<file path="src/rtl/mc_mips_ctrl_fsm_pkg.sv">
// Shared definitions for the multicycle MIPS controller: states, opcodes,
// mux/ALU encodings and the Moore output decode used by the control FSM.
package mc_mips_ctrl_fsm_pkg;

   typedef enum logic [3:0] {
      FETCH,
      DECODE,
      MEMADR,
      MEMRD,
      MEMWB,
      MEMWR,
      RTYPEEX,
      RTYPEWB,
      BEQEX,
      JEX,
      ADDIEX,
      ADDIWB
   } state_t;

   localparam logic [5:0] OP_RTYPE = 6'h00;
   localparam logic [5:0] OP_J     = 6'h02;
   localparam logic [5:0] OP_BEQ   = 6'h04;
   localparam logic [5:0] OP_ADDI  = 6'h08;
   localparam logic [5:0] OP_LB    = 6'h20;
   localparam logic [5:0] OP_SB    = 6'h28;

   localparam logic [1:0] ALU_ADD   = 2'b00;
   localparam logic [1:0] ALU_SUB   = 2'b01;
   localparam logic [1:0] ALU_FUNCT = 2'b10;

   localparam logic [1:0] SRCB_REG    = 2'b00;
   localparam logic [1:0] SRCB_ONE    = 2'b01;
   localparam logic [1:0] SRCB_IMM    = 2'b10;
   localparam logic [1:0] SRCB_IMM_SH = 2'b11;

   localparam logic [1:0] PC_ALU    = 2'b00;
   localparam logic [1:0] PC_ALUOUT = 2'b01;
   localparam logic [1:0] PC_JUMP   = 2'b10;

   // Purely state-derived controls; mem_ready-gated enables are added in the top.
   typedef struct packed {
      logic       mem_read;
      logic       mem_write;
      logic       iord;
      logic       mem_to_reg;
      logic       reg_dst;
      logic       reg_write;
      logic       alu_src_a;
      logic [1:0] alu_src_b;
      logic [1:0] alu_op;
      logic [1:0] pc_source;
      logic       pc_write;
      logic       pc_write_cond;
      logic       retired;
   } ctrl_t;

   function automatic logic is_legal(input logic [5:0] op);
      return (op == OP_RTYPE) || (op == OP_J) || (op == OP_BEQ) ||
             (op == OP_ADDI) || (op == OP_LB) || (op == OP_SB);
   endfunction

   function automatic ctrl_t decode_state(input state_t s);
      ctrl_t c;
      c = '0;
      case (s)
         FETCH: begin
            c.mem_read  = 1'b1;
            c.alu_src_b = SRCB_ONE;
         end
         DECODE: begin
            c.alu_src_b = SRCB_IMM_SH;
         end
         MEMADR: begin
            c.alu_src_a = 1'b1;
            c.alu_src_b = SRCB_IMM;
         end
         MEMRD: begin
            c.mem_read = 1'b1;
            c.iord     = 1'b1;
         end
         MEMWB: begin
            c.reg_write  = 1'b1;
            c.mem_to_reg = 1'b1;
            c.retired    = 1'b1;
         end
         MEMWR: begin
            c.mem_write = 1'b1;
            c.iord      = 1'b1;
         end
         RTYPEEX: begin
            c.alu_src_a = 1'b1;
            c.alu_src_b = SRCB_REG;
            c.alu_op    = ALU_FUNCT;
         end
         RTYPEWB: begin
            c.reg_write = 1'b1;
            c.reg_dst   = 1'b1;
            c.retired   = 1'b1;
         end
         BEQEX: begin
            c.alu_src_a     = 1'b1;
            c.alu_src_b     = SRCB_REG;
            c.alu_op        = ALU_SUB;
            c.pc_write_cond = 1'b1;
            c.pc_source     = PC_ALUOUT;
            c.retired       = 1'b1;
         end
         JEX: begin
            c.pc_write  = 1'b1;
            c.pc_source = PC_JUMP;
            c.retired   = 1'b1;
         end
         ADDIEX: begin
            c.alu_src_a = 1'b1;
            c.alu_src_b = SRCB_IMM;
            c.alu_op    = ALU_ADD;
         end
         ADDIWB: begin
            c.reg_write = 1'b1;
            c.retired   = 1'b1;
         end
         default: c = '0;
      endcase
      return c;
   endfunction

endpackage

</file>
<file path="src/rtl/mc_mips_ctrl_fsm_fetch_beat_ctr.sv">
// Fetch beat counter: steps through the BEATS memory beats of an instruction
// and provides the one-hot IR lane select for the current beat.
module mc_mips_ctrl_fsm_fetch_beat_ctr #(
   parameter int BEATS = 4,
   localparam int BW = (BEATS > 1) ? $clog2(BEATS) : 1
) (
   input  logic             ph1,
   input  logic             reset,
   input  logic             advance,
   output logic             last,
   output logic [BEATS-1:0] beat_onehot
);

   logic [BW-1:0] beat;

   assign last = (beat == BW'(BEATS - 1));

   always_ff @(posedge ph1 or posedge reset) begin
      if (reset) begin
         beat <= '0;
      end else if (advance) begin
         beat <= last ? '0 : beat + BW'(1);
      end
   end

   always_comb begin
      beat_onehot = '0;
      for (int i = 0; i < BEATS; i++) begin
         beat_onehot[i] = (beat == BW'(i));
      end
   end

endmodule

</file>
<file path="src/rtl/mc_mips_ctrl_fsm.sv">
// Multicycle MIPS control FSM with a parametrised fetch width and mem_ready
// stalls on every memory state; outputs are registered Moore decodes.
module mc_mips_ctrl_fsm
   import mc_mips_ctrl_fsm_pkg::*;
#(
   parameter int DATA_WIDTH = 8,
   localparam int BEATS = 32 / DATA_WIDTH
) (
   input  logic             ph1,
   input  logic             reset,
   input  logic [5:0]       opcode,
   input  logic             zero,
   input  logic             mem_ready,
   output logic             mem_read,
   output logic             mem_write,
   output logic [BEATS-1:0] ir_write,
   output logic             iord,
   output logic             mem_to_reg,
   output logic             reg_dst,
   output logic             reg_write,
   output logic             alu_src_a,
   output logic [1:0]       alu_src_b,
   output logic [1:0]       alu_op,
   output logic [1:0]       pc_source,
   output logic             pc_write,
   output logic             pc_write_cond,
   output logic             illegal_op,
   output logic             retired
);

   state_t           state;
   state_t           next_state;
   ctrl_t            ctrl_q;
   logic             in_fetch;
   logic             fetch_go;
   logic             beat_last;
   logic [BEATS-1:0] beat_onehot;

   // The zero flag is ANDed with pc_write_cond in the datapath, not here.
   logic unused_zero;
   assign unused_zero = zero;

   assign in_fetch = (state == FETCH);
   assign fetch_go = in_fetch && mem_ready;

   mc_mips_ctrl_fsm_fetch_beat_ctr #(.BEATS(BEATS)) u_fetch_beat_ctr (
      .ph1         (ph1),
      .reset       (reset),
      .advance     (fetch_go),
      .last        (beat_last),
      .beat_onehot (beat_onehot)
   );

   always_comb begin
      next_state = state;
      case (state)
         FETCH:   if (mem_ready && beat_last) next_state = DECODE;
         DECODE: begin
            case (opcode)
               OP_LB, OP_SB: next_state = MEMADR;
               OP_RTYPE:     next_state = RTYPEEX;
               OP_BEQ:       next_state = BEQEX;
               OP_J:         next_state = JEX;
               OP_ADDI:      next_state = ADDIEX;
               default:      next_state = FETCH;
            endcase
         end
         MEMADR:  next_state = (opcode == OP_SB) ? MEMWR : MEMRD;
         MEMRD:   if (mem_ready) next_state = MEMWB;
         MEMWR:   if (mem_ready) next_state = FETCH;
         RTYPEEX: next_state = RTYPEWB;
         ADDIEX:  next_state = ADDIWB;
         default: next_state = FETCH;
      endcase
   end

   // Outputs are decoded from the next state so they are valid from a flop.
   always_ff @(posedge ph1 or posedge reset) begin
      if (reset) begin
         state  <= FETCH;
         ctrl_q <= decode_state(FETCH);
      end else begin
         state  <= next_state;
         ctrl_q <= decode_state(next_state);
      end
   end

   assign mem_read      = ctrl_q.mem_read;
   assign mem_write     = ctrl_q.mem_write;
   assign iord          = ctrl_q.iord;
   assign mem_to_reg    = ctrl_q.mem_to_reg;
   assign reg_dst       = ctrl_q.reg_dst;
   assign reg_write     = ctrl_q.reg_write;
   assign alu_src_a     = ctrl_q.alu_src_a;
   assign alu_src_b     = ctrl_q.alu_src_b;
   assign alu_op        = ctrl_q.alu_op;
   assign pc_source     = ctrl_q.pc_source;
   assign pc_write_cond = ctrl_q.pc_write_cond;

   assign ir_write   = beat_onehot & {BEATS{fetch_go && !reset}};
   assign pc_write   = ctrl_q.pc_write || (fetch_go && !reset);
   assign retired    = !reset && (ctrl_q.retired || ((state == MEMWR) && mem_ready));
   assign illegal_op = !reset && (state == DECODE) && !is_legal(opcode);

endmodule

</file>
<file path="config.mk">
export PLATFORM = sky130hd
export DESIGN_NAME = mc_mips_ctrl_fsm
export DESIGN_NICKNAME = d
export VERILOG_FILES = /design/src/rtl/mc_mips_ctrl_fsm_pkg.sv /design/src/rtl/mc_mips_ctrl_fsm_fetch_beat_ctr.sv /design/src/rtl/mc_mips_ctrl_fsm.sv
export SDC_FILE = /design/constraint.sdc
export NUM_CORES = 1
export LEC_CHECK = 0
export ABC_AREA = 0
export CORE_MARGIN = 5
export CORE_UTILIZATION = 30
export CTS_CLUSTER_DIAMETER = 30
export CTS_CLUSTER_SIZE = 14
export DETAILED_ROUTE_END_ITERATION = 8
export SLEW_MARGIN = 20
export SYNTH_ARGS = -nofsm -noshare
export SYNTH_HDL_FRONTEND = slang
export SYNTH_SLANG_ARGS = --single-unit
</file>
<file path="constraint.sdc">
create_clock -name ph1 -period 5.1 [get_ports ph1]
set_clock_uncertainty 0.2 [all_clocks]
set_input_delay 0.51 -clock ph1 [delete_from_list [all_inputs] [get_ports ph1]]
set_output_delay 0.51 -clock ph1 [all_outputs]
set_load 0.005 [all_outputs]
</file>
==> results of run 1 <==
==> worst paths after layout <==
kind / startpoint / endpoint / slack, ps
setup / recovery: opcode[3] / illegal_op / 2090
hold / removal: u_fetch_beat_ctr.beat[1] / u_fetch_beat_ctr.beat[1] / 390
setup reg to reg: state[1] / alu_src_a / 2630
hold reg to reg: u_fetch_beat_ctr.beat[1] / u_fetch_beat_ctr.beat[1] / 390
max in group asynchronous: reset / reg_dst / 3580
min in group asynchronous: reset / pc_source[1] / 660
==> cells by family (layout without fill, tap and decap cells) <==
family,count (synthesis),in the layout,synth area share
fa+ha+maj,4,4,0.0458
xor+xnor,1,1,0.00801
buf+inv,21,43,0.0938
simple gates,44,44,0.268
flops,19,19,0.437
mux,1,1,0.0103
compound gates,20,20,0.137
==> area by class of cell <==
class | instances | share of cell area
Multi-Input combinational cell | 70 | 0.360
Timing Repair Buffer | 29 | 0.204
Tap cell | 48 | 0.0421
Clock inverter | 1 | 0.00351
Inverter | 10 | 0.0263
Sequential cell | 19 | 0.335
Clock buffer | 3 | 0.0290
==> power breakdown <==
part	switching [uW]	total [uW]	internal [uW]
Clock	49.3	103	54.2
Sequential	35.5	218	182
Combinational	88.1	192	104
Total	173	513	340
==> layer usage <==
layer	up-vias	share of wire
met2	25	0.49
li1	425	-
met4	0	0.010
met3	2	0.041
met5	-	0
met1	413	0.46
==> metrics by stage <==
step / cell area (sq um) / utilization
floorplan: 1090 / -
global route: 1430 / 0.395
finish: 1430 / 0.395
global placement: 1380 / 0.382
CTS: 1430 / 0.395
detailed placement: 1380 / 0.382
==> Yosys cell counts, types with 3 or more instances <==
cell and instances:
and2_1 3, inv_1 10, buf_4 6, clkbuf_1 4, dfrtp_1 17, ha_1 4, a21oi_1 4, nor2b_1 4
nor2_1 6, nand2_1 5, o21ai_0 3, nand2b_1 3, nor3_1 4
==> critical path: cells and delay by family <==
kind                      cells  cell delay, ps
xor gates and xnor gates      1             200
and+or+nand+nor               1             290
buffers and inverters         2            1080
AOI/OAI and AO/OA             1             230
==> qor.yml, run 1 <==
drt:
  drc: 0
  drt-initial-drc-count: 7
  ant_nets: 0
  wl_per_cell_um: 12.7
  postRouteWirelength_mm: 2.28
  viasPerCell: 4.81
  drtPass1Iterations: 4
  vias: 865
flow_run:
  maxCapViolCount: 0
global_routing:
  use_met1: 0.119
  grt_most_used_layer: "met2"
  grt_pass1_wl_mm: 3.71
  grt_max_degree: 20
  use_met2: 0.149
  grt_util_all_layers: 0.0916
  grt_overflow: 0
  antenna_found_initial: 0
  grt_pass1_vias: 806
  met3_usage: 0.0201
finish:
  regArea_sq_um: 478
  largest_register: "state"
  diodes: 0
  layout_common_cells: "29 x clkdlybuf4s50_1, 17 x dfrtp_1, 10 x inv_1, 6 x nor2_1, 5 x nand2_1"
  nNetsFinal: 147
  largest_reg_flops: 4
  nFillCells: 364
  finalNonFillerCells: 180
  synthToLayoutAreaGrowth_pct: 30.3
  multi_input_area_sq_um: 513
  final_common_cell: "clkdlybuf4s50_1"
  drive_gt1_frac: 0.121
place:
  gp_congestion: 0.770
  port_buffers: 29
  post-dp-hpwl_mm: 1.76
  dp_cells: 176
  dp_slack_ps: 2100
synthesis:
  synthesis.area_sq_um: 1090
  synth_area_leader_cell: "dfrtp_1"
  syn-instance-count: 110
  syn_nets: 124
  synth_area_leaders: "dfrtp_1 39%, dfstp_2 4.8%, ha_1 4.6%, buf_4 4.1%, inv_1 3.4%"
  ys_warn_count: 0
  synth-seq-cells: 19
  ys_types: 45
  ys.flop_type: "dfrtp_1"
  synth_top_area_frac: 0.389
  async_flop_share: 1.00
  synth_edf_count: 0
  synth-seq-area-share: 0.437
  syn_area_per_cell_sq_um: 9.94
critical_path:
  cp_max_fo: 6
  start_kind: "input pin"
  worstPathCellList: "clkdlybuf4s50_1, xor2_1, o211ai_1, nor4b_1, clkdlybuf4s50_1"
  r2r_cells: 5
  endpoint_kind: "output pin"
  cpMaxStageDelayCell: "clkdlybuf4s50_1"
  critPathMostFrequentCell: "clkdlybuf4s50_1"
  worst_ep_arrival_time_ps: 2300
  slowest_delay_ps: 570
  worstSetupPathType: "in -> out"
  cp.required_ps: 4390
timing:
  worst_hold_slack_ps: 386
  hold_viol: 0
  worst_pin_slew_ps: 721
  fmax_mhz: 332
  setup_slack_ps: 2090
  finalCriticalPeriod_ps: 3010
  fin_tns_setup_ps: 0
  max-slew-margin-rel: 0.519
  final_max_slew_viol_count: 0
  fin_crit_sh: 0.591
  rsz0062_at_grt: "false"
  setup_viol: 0
hold_path:
  hold_depth: 1
  min_path_type: "reg -> reg"
clock_tree:
  cts_tree: "done"
  postCtsSetupRepairBufs: 0
  cts_root_buffer: "clkbuf_8"
  numCtsBuffers: 3
  ctsResizeCount: 0
  path_clk_slew_ps: 70
  cts_max_level: 1
  clockBufferDepth: 2
  clkLatencyLatePin_ps: 250
  cts.sinks: 19
  cts-hold-fix-buffers: 0
pwr:
  power_uw: 513
  p_leak_uw: 0.000634
  irDropWorstVdd_uv: 107
  p_per_area_nw_per_um2: 360
run_status:
  run_status: "finished, final reports clean"
floorplanning:
  design.portCount: 31
  start_util: 0.303
  core-area_sq_um: 3610
  row_count: 22
  die_x_um: 70.4
  dieHeight_um: 70.4
  dieArea_sq_um: 4950
(Power assumes the default switching activity.)
==> run 2, diff against run 1 <==
clock period = 2.6 ns   (was 5.1 ns; I/O delays follow)
==> run 2 against run 1 <==
Global-route usage is 1.3 points higher; cell count is 6.7% higher; die area stayed put; count of clock-buffer cells in the layout is 1 higher; sequential cell count stayed put; worst hold slack worse by 9.4 ps.
==> qor.yml, run 2 (same netlist as run 1, synthesis figures left out) <==
clock_tree:
  path_clk_slew_ps: 70  # about the same
  postCtsSetupRepairBufs: 0  # unchanged
  numCtsBuffers: 3  # unchanged
  clockBufferDepth: 2  # unchanged
  clkLatencyLatePin_ps: 260  # about the same
  cts_max_level: 1  # unchanged
  ctsResizeCount: 0  # unchanged
  cts-hold-fix-buffers: 0  # unchanged
  cts_root_buffer: "clkbuf_8"
  cts_tree: "done"
  cts.sinks: 19  # unchanged
floorplanning:
  dieHeight_um: 70.4  # unchanged
  dieArea_sq_um: 4950  # unchanged
  design.portCount: 31  # unchanged
  die_x_um: 70.4  # unchanged
  core-area_sq_um: 3610  # unchanged
  row_count: 22  # unchanged
  start_util: 0.303  # unchanged
timing:
  max-slew-margin-rel: 0.539  # +0.0197
  setup_viol: 0  # unchanged
  worst_pin_slew_ps: 691  # -29.5 ps
  fmax_mhz: 408
  fin_crit_sh: 0.943
  hold_viol: 0  # unchanged
  fin_tns_setup_ps: 0  # unchanged
  final_max_slew_viol_count: 0  # unchanged
  setup_slack_ps: 149  # -1940 ps
  rsz0062_at_grt: "false"
  finalCriticalPeriod_ps: 2450
place:
  post-dp-hpwl_mm: 1.86  # +5.6%
  place_area_sq_um: 1470  # +6.5%
  port_buffers: 29  # unchanged
  dp_cells: 188  # +6.8%
  dp_slack_ps: 113  # -1990 ps
  gp_congestion: 0.810  # +5.2%
finish:
  drive_gt1_frac: 0.208  # +0.0871
  largest_register: "state"
  largest_reg_flops: 4  # unchanged
  final_cell_area_sq_um: 1530  # +7.0%
  nNetsFinal: 159  # +8.2%
  fin_util: 0.423  # +0.0278
  finalNonFillerCells: 192  # +6.7%
  diodes: 0  # unchanged
  multi_input_area_sq_um: 524  # +2.2%
  layout_common_cells: "29 x clkdlybuf4s50_1, 17 x dfrtp_1, 12 x buf_4, 10 x inv_1, 5 x nand2_1"
  synthToLayoutAreaGrowth_pct: 39.5
  nFillCells: 345  # -5.2%
  final_common_cell: "clkdlybuf4s50_1"
  regArea_sq_um: 478  # unchanged
drt:
  viasPerCell: 4.61  # -4.0%
  postRouteWirelength_mm: 2.34  # +2.8%
  drc: 0  # unchanged
  wl_per_cell_um: 12.2  # -3.7%
  ant_nets: 0  # unchanged
  drt-initial-drc-count: 64  # +57
  vias: 886  # +2.4%
  drtPass1Iterations: 4  # unchanged
run_status:
  run_status: "finished, final reports clean"
critical_path:
  start_kind: "flip-flop"
  worst_ep_arrival_time_ps: 1990  # -310 ps
  endpoint_kind: "output pin"
  cp_max_fo: 5  # -1
  r2r_setup_slack_ps: 390  # -2240 ps
  cpMaxStageDelayCell: "or4b_4"
  cp_num_buf_inv: 1  # -1
  worstSetupPathType: "reg -> out"
  slowest_delay_ps: 580  # about the same
  cp.required_ps: 2140  # -2250 ps
  worstPathCellList: "or4b_4, nor4b_2, clkdlybuf4s50_1"
  critPathTopFamily: "simple AND/OR/NAND/NOR gates"
global_routing:
  grt_pass1_vias: 895  # +11%
  grt_overflow: 0  # unchanged
  antenna_found_initial: 0  # unchanged
  grt_pass1_wl_mm: 4.11  # +11%
  grt_max_degree: 20  # unchanged
  grt_util_all_layers: 0.104  # +0.0129
flow_run:
  maxCapViolCount: 0  # unchanged
pwr:
  p_leak_uw: 0.000694  # +9.4%
  irDropWorstVdd_uv: 248  # +130%
  p_per_area_nw_per_um2: 682  # +90%
hold_path:
  min_path_type: "reg -> reg"
==> run 2: cell types whose count changed in the layout (fill, tap and decap cells not counted), sizes merged <==
| cell | delta |
|---|---|
| buf | +12 |
| clkbuf | +1 |
| clkinv | -1 |
==> run 2: per-stage QoR <==
stage	hold WS, ps	total power (uW)
3_3_place_gp	343	837
2_1_floorplan	9.65	670
4_1_cts	378	1050
5_1_grt	403	1120
3_5_place_dp	362	845
6_report	376	1040
==> run 2: worst register-to-register path, stage by stage, from the launching register on <==
cell and delay (ps):
dfrtp_1 380, or4b_4 580, nand4bb_1 250, o221a_2 190, inv_1 80, nor3_2 50, or3b_1 360
==> run 2: cell type report <==
type,count,share of cell area
Multi-Input combinational cell,70,0.344
Sequential cell,19,0.313
Timing Repair Buffer,41,0.249
Tap cell,48,0.0394
Clock buffer,4,0.0295
Inverter,10,0.0246
==> run 2: layer usage <==
| layer | GRT usage | share of wire | vias to the layer above |
|---|---|---|---|
| li1 | - | - | 447 |
| met1 | 0.120 | 0.44 | 412 |
| met2 | 0.168 | 0.48 | 23 |
| met3 | 0.0230 | 0.058 | 4 |
| met4 | 0.0766 | 0.025 | 0 |
| met5 | 0 | 0 | - |
==> run 2: final timing paths <==
| kind | startpoint | end | cells after the start |
|---|---|---|---|
| max | state[1] | illegal_op | 3 |
| min | u_fetch_beat_ctr.beat[0] | u_fetch_beat_ctr.beat[0] | 1 |
| max reg2reg | state[1] | alu_src_a | 6 |
| min reg2reg | u_fetch_beat_ctr.beat[0] | u_fetch_beat_ctr.beat[0] | 1 |
| max in group asynchronous | reset | state[2] | 2 |
| min in group asynchronous | reset | pc_source[1] | 2 |
==> run 2: where the power goes <==
part	internal, uW	leakage (uW)	switching [uW]
clock network	109	0.0000228	93.2
logic	236	0.000419	214
registers	358	0.000253	30.7
==> run 3, diff against run 2 <==
HOLD_SLACK_MARGIN = 0.12   (was not set)
SYNTH_HIERARCHICAL = 1   (was not set)
==> run 3 against run 2 <==
Critical path depth unchanged; cell count down 1.6%; fmax down 0.51%; design area down 0.33%; routed wire length up 1.5%; clock power up 18%; non-clock buffer count down 6; synthesized cell count up 1.8%; die area up 2.9%; worst hold slack worse by 130 ps; largest power group is now registers; worst setup slack worse by 13 ps; sequential power up 12%.
==> qor.yml, run 3 <==
clock_tree:
  cts_max_level: 1  # unchanged
  clkLatencyLatePin_ps: 260  # about the same
  clockBufferDepth: 2  # unchanged
  cts_tree: "done"
  postCtsSetupRepairBufs: 0  # unchanged
  path_clk_slew_ps: 70  # about the same
  cts_root_buffer: "clkbuf_8"
  numCtsBuffers: 3  # unchanged
  cts.sinks: 20  # +1
pwr:
  p_per_area_nw_per_um2: 716  # +4.9%
  irDropWorstVdd_uv: 385  # +56%
  p_leak_uw: 0.000693  # -0.15%
floorplanning:
  die_x_um: 71.4  # +1.5%
  core-area_sq_um: 3660  # +1.5%
  row_count: 22  # unchanged
  dieHeight_um: 71.4  # +1.5%
  dieArea_sq_um: 5100  # +2.9%
  start_util: 0.309  # +0.00569
  design.portCount: 31  # unchanged
finish:
  largest_reg_flops: 4  # unchanged
  synthToLayoutAreaGrowth_pct: 34.4
  finalNonFillerCells: 189  # -1.6%
  final_common_cell: "clkdlybuf4s50_1"
  drive_gt1_frac: 0.170  # -0.0381
  nNetsFinal: 156  # -1.9%
  layout_common_cells: "29 x clkdlybuf4s50_1, 17 x dfrtp_1, 12 x inv_1, 9 x nand2_1, 7 x nor2_1"
  largest_register: "state"
  diodes: 0  # unchanged
timing:
  fmax_mhz: 406  # -0.51%
  worst_pin_slew_ps: 530  # -162 ps
  final_max_slew_viol_count: 0  # unchanged
  setup_viol: 0  # unchanged
  worst_hold_slack_ps: 242  # -134 ps
  max-slew-margin-rel: 0.641  # +0.103
  fin_tns_setup_ps: 0  # unchanged
  finalCriticalPeriod_ps: 2460  # +12.5 ps
  rsz0062_at_grt: "false"
  fin_crit_sh: 0.948  # +0.00482
  hold_viol: 0  # unchanged
synthesis:
  async_flop_share: 1.00  # unchanged
  ys_types: 42  # -6.7%
  netlist_top_cells_count: "18 x dfrtp_1, 12 x inv_1, 9 x nand2_1"
  ys.flop_type: "dfrtp_1"
  synth_most_common_cell: "dfrtp_1"
  syn_area_per_cell_sq_um: 10.1  # +1.6%
  syn_nets: 126  # +1.6%
  syn-instance-count: 112  # +1.8%
  synthesis.area_sq_um: 1130  # +3.4%
  synth-seq-area-share: 0.445  # +0.00762
  synth_area_leader_cell: "dfrtp_1"
  synth_top_area_frac: 0.398  # +0.00921
  synth_area_leaders: "dfrtp_1 40%, buf_4 4.6%, dfstp_2 4.6%, ha_1 4.4%, inv_1 4.0%"
  synth-seq-cells: 20  # +1
  ys_warn_count: 6  # +6
  synth_edf_count: 0  # unchanged
global_routing:
  antenna_found_initial: 0  # unchanged
  grt_pass1_vias: 876  # -2.1%
  grt_max_degree: 19  # -5.0%
  grt_overflow: 0  # unchanged
  grt_util_all_layers: 0.0960  # -0.00845
  grt_pass1_wl_mm: 3.92  # -4.5%
critical_path:
  critPathLaunch: "state[1]"
  cp_max_fo: 12  # +7
  r2r_setup_slack_ps: 580  # +190 ps
  cp.required_ps: 2140  # about the same
  start_kind: "flip-flop"
  worstSetupPathType: "reg -> out"
  endpoint_kind: "output pin"
  worst_ep_arrival_time_ps: 2000  # about the same
  reg2reg_from: "state[1]"
drt:
  drtPass1Iterations: 5  # +1
  drt-initial-drc-count: 18  # -72%
  wl_per_cell_um: 12.6  # +3.1%
  drc: 0  # unchanged
  ant_nets: 0  # unchanged
  postRouteWirelength_mm: 2.38  # +1.5%
  viasPerCell: 4.69  # +1.7%
  vias: 887  # +0.11%
place:
  port_buffers: 29  # unchanged
  post-dp-hpwl_mm: 1.89  # +1.7%
  dp_cells: 184  # -2.1%
  gp_congestion: 0.901  # +11%
hold_path:
  min_path_type: "in -> async"
flow_run:
  maxCapViolCount: 0  # unchanged
run_status:
  run_status: "finished, final reports clean"
==> run 3: metal layers <==
layer / up-vias / part of all wire / wire length (um) / global-route usage
li1: 436 / - / - / -
met4: 0 / 0.014 / 34 / 0.0355
met3: 2 / 0.060 / 142 / 0.0252
met5: - / 0 / 0 / 0
met1: 420 / 0.46 / 1100 / 0.125
met2: 29 / 0.46 / 1100 / 0.153
==> run 3: repair_timing <==
action / 4_1_cts / 5_1_grt
resized for setup: 0 / 2
endpoints found under the setup margin: 0 / 5
endpoints found under the hold margin: 2 / 0
hold buffers: 1 / 0
==> run 3: final timing paths <==
kind / to / cells past startpoint
setup / recovery: illegal_op / 3
hold / removal: state[3] / 3
setup reg to reg: iord / 4
hold reg to reg: u_fetch_beat_ctr/beat[0] / 2
max in group asynchronous: u_fetch_beat_ctr/beat[0] / 3
min in group ph1: u_fetch_beat_ctr/beat[0] / 2
==> run 3: stage by stage <==
| step | util | setup slack, ps | power, uW | instance area (sq um) |
|---|---|---|---|---|
| after floorplan | - | 750 | 698 | 1130 |
| after global placement | 0.396 | 220 | 845 | 1450 |
| after detailed placement | 0.396 | 180 | 854 | 1450 |
| after CTS | 0.414 | 120 | 1100 | 1520 |
| after global routing | 0.415 | 24.2 | 1170 | 1520 |
| final | 0.415 | 136 | 1090 | 1520 |
==> run 3: layout make-up <==
| class | count | area (sq um) |
|---|---|---|
| sequential | 20 | 504 |
| timing repair buffer | 35 | 338 |
| clock buffer | 4 | 55.1 |
| tap | 48 | 60.1 |
| multi-input combinational | 70 | 518 |
| inverter | 12 | 45.0 |
| fill | 369 | 2140 |
==> run 3: cells by family after synthesis <==
group | after synthesis | synth area share
fa+ha+maj | 4 | 0.0442
xor+xnor | 2 | 0.0155
compound gates | 18 | 0.135
flops | 20 | 0.445
buf+inv | 22 | 0.0996
simple gates | 45 | 0.252
mux | 1 | 0.00885
==> run 3: worst max-delay path, stage by stage (launching register included) <==
cell	delay [ps]
dfrtp_1	520
nor4b_2	450
and4_1	260
clkdlybuf4s50_1	510
==> run 3: power by group <==
part,total [uW],leakage (uW),internal (uW),switching (uW)
logic,414,0.000399,215,199
clock network,239,0.0000288,135,104
registers,435,0.000266,372,62.9
